--- config.mk ---
export PLATFORM = sky130hd
export DESIGN_NAME = mat_mem_master
export DESIGN_NICKNAME = d
export VERILOG_FILES = /design/src/rtl/mat_mem_master.sv
export SDC_FILE = /design/constraint.sdc
export NUM_CORES = 1
export LEC_CHECK = 0
export ABC_AREA = 1
export CAP_MARGIN = 20
export CORE_ASPECT_RATIO = 2
export CORE_MARGIN = 3
export CORE_UTILIZATION = 37
export DETAILED_ROUTE_END_ITERATION = 16
export GPL_ROUTABILITY_DRIVEN = 0
export GPL_TIMING_DRIVEN = 0
export PLACE_DENSITY = 0.81
export RECOVER_POWER = 25
export SLEW_MARGIN = 30
export SYNTH_ARGS = -nofsm -noshare
export SYNTH_HDL_FRONTEND = slang
export SYNTH_SLANG_ARGS = --single-unit
--- constraint.sdc ---
create_clock -name clk -period 1 [get_ports clk]
set_input_delay 0.3 -clock clk [delete_from_list [all_inputs] [get_ports clk]]
set_output_delay 0.3 -clock clk [all_outputs]
set_load 0.05 [all_outputs]
--- src/rtl/mat_mem_master.sv ---
// mat_mem_master: command-driven master for an M x N row-major matrix memory.
// Define MAT_MEM_MASTER_BURST_EN to add whole-row burst reads (cmd_burst/rsp_last).
module mat_mem_master #(
  parameter int DW = 8,
  parameter int M = 8,
  parameter int N = 8,
  localparam int AW = M + N + 1
) (
  input  logic          clk,
  input  logic          rst_n,
  input  logic          cmd_valid,
  output logic          cmd_ready,
  input  logic          cmd_we,
  input  logic [7:0]    cmd_row,
  input  logic [7:0]    cmd_col,
  input  logic [DW-1:0] cmd_wdata,
`ifdef MAT_MEM_MASTER_BURST_EN
  input  logic          cmd_burst,
  output logic          rsp_last,
`endif
  output logic          rsp_valid,
  input  logic          rsp_ready,
  output logic [DW-1:0] rsp_data,
  output logic          rsp_err,
  output logic          mem_en,
  output logic          mem_we,
  output logic          mem_re,
  output logic [AW-1:0] mem_addr,
  output logic [AW-1:0] mem_wdata,
  input  logic [DW-1:0] mem_rdata,
  output logic          busy
);
  typedef enum logic [2:0] {IDLE, WR, RD, CAP, RSP} state_t;
  state_t state;
  logic in_range;
  logic [AW-1:0] addr_n;
`ifdef MAT_MEM_MASTER_BURST_EN
  logic burst, burst_rd;
  logic [7:0] col;
  // a burst read ignores cmd_col and starts at column 0
  assign burst_rd = cmd_burst && !cmd_we;
  assign in_range = 32'(cmd_row) < M && (burst_rd || 32'(cmd_col) < N);
  assign addr_n = AW'(cmd_row) * AW'(N) + (burst_rd ? '0 : AW'(cmd_col));
`else
  assign in_range = 32'(cmd_row) < M && 32'(cmd_col) < N;
  assign addr_n = AW'(cmd_row) * AW'(N) + AW'(cmd_col);
`endif
  assign cmd_ready = state == IDLE;
  assign busy = state != IDLE;
  assign rsp_valid = state == RSP;
  assign mem_we = state == WR;
  assign mem_re = state == RD;
  assign mem_en = mem_we | mem_re;
  always_ff @(posedge clk or negedge rst_n) begin
    if (!rst_n) begin
      state <= IDLE;
      mem_addr <= '0;
      mem_wdata <= '0;
      rsp_data <= '0;
      rsp_err <= 1'b0;
`ifdef MAT_MEM_MASTER_BURST_EN
      burst <= 1'b0;
      col <= '0;
      rsp_last <= 1'b0;
`endif
    end else begin
      case (state)
        IDLE: if (cmd_valid) begin
          mem_addr <= addr_n;
          mem_wdata <= AW'(cmd_wdata);
          rsp_data <= '0;
          rsp_err <= !in_range;
          state <= !in_range ? RSP : cmd_we ? WR : RD;
`ifdef MAT_MEM_MASTER_BURST_EN
          burst <= burst_rd && in_range;
          col <= '0;
          rsp_last <= 1'b1;
`endif
        end
        WR: state <= IDLE;
        RD: state <= CAP;
        CAP: begin
          rsp_data <= mem_rdata;
          rsp_err <= 1'b0;
`ifdef MAT_MEM_MASTER_BURST_EN
          rsp_last <= !burst || col == 8'(N - 1);
`endif
          state <= RSP;
        end
        RSP: if (rsp_ready) begin
`ifdef MAT_MEM_MASTER_BURST_EN
          if (burst && !rsp_last) begin
            col <= col + 8'd1;
            mem_addr <= mem_addr + AW'(1);
            state <= RD;
          end else state <= IDLE;
`else
          state <= IDLE;
`endif
        end
        default: state <= IDLE;
      endcase
    end
  end
endmodule

Word level (Yosys, flattened, before mapping). Cells that the tools add are included.

Bits in registers: 37. Latch bits: 0. RAM bits: 0. Bits in read-only memories: 0. Output and inout port bits: 49. Memories kept: 0.

Add/subtract/negate cells: 1. $mul: 0. Divide/modulo/power cells: 0. $lt $le $gt $ge: 2. Equality and inequality tests: 6. Shifts and indexed selects: 0. Multiplexer cells: 9. Bitwise operators: 1. Reduce and logical (&&, ||, !) cells: 8.

Operators with widths (count): $lt 8x4->1 const B (2); $pmux 8 s2 (1); $add 11x8->12 (1); $pmux 3 s4 (1); $mux 3 (3); $mux 8 (1); $eq 3x2->1 const B (2); $reduce_and 2->1 (3); $eq 3x1->1 const B (1); $eq 3x3->1 const B (1); $logic_not 3->1 (1); $reduce_bool 3->1 (1); $mux 2 (1); $ne 2x1->1 const B (1); $ne 2x2->1 const B (1); $pmux 1 s2 (1); $reduce_bool 2->1 (1); $logic_and 1x1->1 (1); $logic_not 1->1 (1); $mux 1 (1); $or 1x1->1 (1).

Longest topological paths before layout.
Depth in word-level cells: 5. Mapped depth: 9.

Worst setup path after synthesis. OpenSTA, ideal clock, no wires.

Kind: flip-flop to output port. Start: reg state[1]. End: out mem_en. Arrival time: 2.346 ns. Data required time: 0.700 ns. Path slack: -1.646 ns. Cell stages (with the launch flop): 5. Cells stage by stage: dfrtp_1 -> inv_1 -> nor3_1 -> inv_1 -> o21ai_0.

Word-level cells in the longest chain between the ends: 2.

Ends and longest elaborated chain: from (decl) (line 34) `state_t state;`; from (signal assigned) (line 73) `state <= !in_range ? RSP : cmd_we ? WR : RD;`; $eq 3x2->1 (line 52) `assign mem_re = state == RD;`; named net mem_re (line 27) `output logic mem_re,`; $or 1x1->1 (line 53) `assign mem_en = mem_we | mem_re;`; to (decl) (line 25) `output logic mem_en,`.

The timed path passes the listed nets, and every way through them passes these cells.

Worst setup path in the final report.
Start: reg state[0]. End: out mem_en.

Word-level cells in the longest chain between the ends: 2.

Ends and longest elaborated chain (line): $eq 3x1->1 or $eq 3x2->1 (tied branches) (51, 52); $or 1x1->1 * (53).

Every way passes the cells marked *; elsewhere a longest branch is shown, timed or not.

==> summary.txt <==
STA
  • RSZ-0062 raised after global routing: true
  • Fin. Hold Viols: 0
  • Crit path time final: between 1.5 and 2 ns
  • Slew headroom: between 40 and 50%
  • Ratio of final minimum period to clock period: 164%
  • Setup ws final: -0.637 ns
  • Setup-failing EPs final: 67
  • Setup Total Neg Slack: -24.03 ns
  • Slew Viols, Final: 0
  • Hold_ws: 0.0934 ns
  • Slew @ Worst Pin: 0.829 ns
  • Max Freq: 611 MHz
  • Final Skew: approximately 0.0094 ns

Synthesis
  • Seq cells post-synth: 32
  • Number of enable flip-flop cells after synthesis: 0
  • Sequential area share after synthesis: between 40% and 50%
  • Yosys top cell area share: 44.7%
  • Leading area contributor after synthesis: dfrtp_1
  • Synthesized instance count: 223
  • Post-Syn Area: between 1500 and 2000 µm²
  • Synth area leaders: dfrtp_1 (45%), nand2_1 (16%), buf_4 (5.9%), nand3_1 (5.9%), inv_1 (4.8%)
  • Ys async rst share: 100%
  • Syn Area/Cell: 8.03 µm²
  • Synth warn: 0
  • Count of cell types in the netlist: 28
  • Top_reg_cell synth: dfrtp_1

GRT
  • Number of global-route vias before repair: a little over 2000
  • Initial antenna violation count: 0
  • Grt ovf: 0
  • Largest net degree at the start of global routing: 33
  • Gr usage total: 19.8%
  • First-pass GRT wire length: 9270 µm

Layout
  • Area grow syn2layout: 101%
  • Area of the multi-input gates: 1150 µm²
  • Layout cell share with drive strength beyond 1: between 50% and 60%
  • Leading cell types in the layout, fill and taps excluded: buf_4 (52), nand2_1 (38), buf_6 (37)
  • Commonest non-fill, non-tap cell in the layout: buf_4
  • Final non-filler cell total: 418
  • N_diodes: 0
  • Final instance area: roughly 3600 µm²
  • FILL cells: 271
  • FF+latch area: ~800 µm²
  • Nets: 406

Place
  • DP Area: 2750 µm²
  • Post-DP HPWL: around 3600 µm
  • Placed insts: approximately 360
  • Number of port buffers: 71

Pwr
  • Sequential share of power: 22.3%
  • Peak VDD IR: approximately 1.7 mV
  • Logic pwr share: 67.4%
  • Leakage: 1.82 nW
  • Clock power frac: 10.3%
  • NetSw: 4.53 mW
  • Power Total: 9.50 mW
  • Power Internal: around 5.0 mW
  • PD cells: 2640 nW/µm²
  • Net Sw Frac: 47.7%

Detailed routing
  • Residual DRC: 0
  • Vias: 2021
  • TritonRoute pass-1 iters: 4
  • Post-route ant nets: 0
  • Via/cell ratio: 4.83
  • WL final: 6820 µm
  • Routed length per placed instance: 16.3 µm
  • Starting DRT DRC Count: between 70 and 80

Worst setup path
  • Delay of the slowest cell on the worst path: 0.48 ns
  • Critical path class: reg2out
  • Worst Path Required: 0.70 ns
  • FF-to-FF Start: state[1]
  • Crit path max fanout: 4
  • Worst EP arrival: about 1.3 ns
  • Path depth of the worst reg2reg path: 10
  • FF-to-FF setup slack: -0.56 ns
  • FF-to-FF End: mem_addr[3]
  • CP max-delay cell: dfrtp_2
  • Crit start category: flop
  • Cell breakdown of the critical path: nor3_4, inv_2, o21ai_4, buf_6
  • CP endpoint kind: output pin

Clock tree
  • Clk_lat worst skew: approximately 0.30 ns
  • TritonCTS Buffers: 5
  • Clock Root Buffer: clkbuf_8
  • TritonCTS clock tree: yes
  • Num Clock Sinks: 32
  • Clock Tree Buf Depth: 2
  • Hold Buf Count CTS: 0
  • H-tree depth: 2
  • Clk slew on worst S/H paths: 0.07 ns

Die
  • Die span in x: 55.2 µm
  • I/O pin count: 86
  • Vert. Die Dim: 104 µm
  • Core ar.: 4640 µm²
  • Row count: 35
  • Full die area: 5760 µm²
  • Initial Utilization: 38.6%

Run
  • Max Cap Viol: 0

Outcome
  • Outcome: finished with violations
  • Violated checks: negative setup slack

Min path
  • Type of the tightest min-delay check: in2async
[layout make-up]
class	count	share of cell area, %
Sequential cell	32	22.3
Clock inverter	1	0.139
Multi-Input combinational cell	160	32.0
Tap cell	55	1.91
Buffer	18	4.20
Inverter	26	3.47
Timing Repair Buffer	120	33.9
Clock buffer	6	2.02
[worst max-delay path, delay by kind of cell (launching register included)]
family | cells | cell delay [ns]
AND/OR/NAND/NOR | 1 | 0.23
buffers and inverters | 2 | 0.27
flip-flops | 1 | 0.48
AO/OA/AOI/OAI | 1 | 0.07
[repair_timing]
action | in CTS | in global routing
pin swaps | 10 | 18
setup endpoints to repair | 67 | 67
gates cloned | 4 | 1
resized for setup | 292 | 49
buffers inserted | 25 | 22
[stage by stage]
| stage | util, % | setup slack (ns) |
|---|---|---|
| detailed placement | 59.2 | -0.959 |
| floorplan | - | -0.580 |
| finish | 77.6 | -0.637 |
| global route | 77.6 | -0.659 |
| CTS | 70.5 | -0.607 |
| global placement | 59.3 | -1.07 |
[per-layer routing]
layer	vias up	GRT usage, %	routed length [µm]
met1	952	19.9	2230
met2	92	38.2	4010
met4	0	9.04	244
met5	-	0	0
met3	30	3.11	331
li1	947	-	-
[cells in the mapped netlist, types with 2 or more instances]
cell      count
nand3b_1      2
nand3_1      21
buf_6         3
ha_1          5
o21ai_1      12
buf_4        14
o21ai_0       2
nor2_1       12
nand4_1       2
a21oi_1       4
nand2_1      75
inv_1        23
inv_6         2
dfrtp_1      32
[cells by family (layout without fill, tap and decap cells)]
kind of cell	count (synthesis)	after routing	synth area share, %
simple gates	120	121	30.1
xor+xnor	1	1	0.489
compound gates	18	18	5.03
flops	32	32	44.7
fa+ha+maj	6	6	4.61
buf+inv	45	171	14.9
other cells	1	14	0.209
[worst max path at each step]
stage	start	end	slack, ns	cells past startpoint
floorplan	state[1]	mem_en	-0.58	4
global placement	rst_n	state[0]	-1.07	1
detailed placement	state[1]	mem_en	-0.96	4
CTS	state[2]	mem_en	-0.61	4
global route	state[0]	mem_en	-0.66	4
finish	state[0]	mem_en	-0.64	4
[registers in the layout, indices dropped and copies added, names as in the netlist]
signal and cells:
mem_addr 12, mem_wdata 8, rsp_data 8, state 3, rsp_err 1
[power groups by stage]
| stage | Sequential [mW] | Clock, mW | Combinational (mW) |
|---|---|---|---|
| floorplan | 3.38 | 0 | 1.53 |
| global placement | 1.97 | 0 | 4.25 |
| detailed placement | 1.99 | 0 | 4.30 |
| CTS | 2.07 | 0.935 | 5.44 |
| global route | 2.16 | 1.03 | 6.68 |
| finish | 2.12 | 0.975 | 6.41 |
Power figures use the tool's default switching activity.
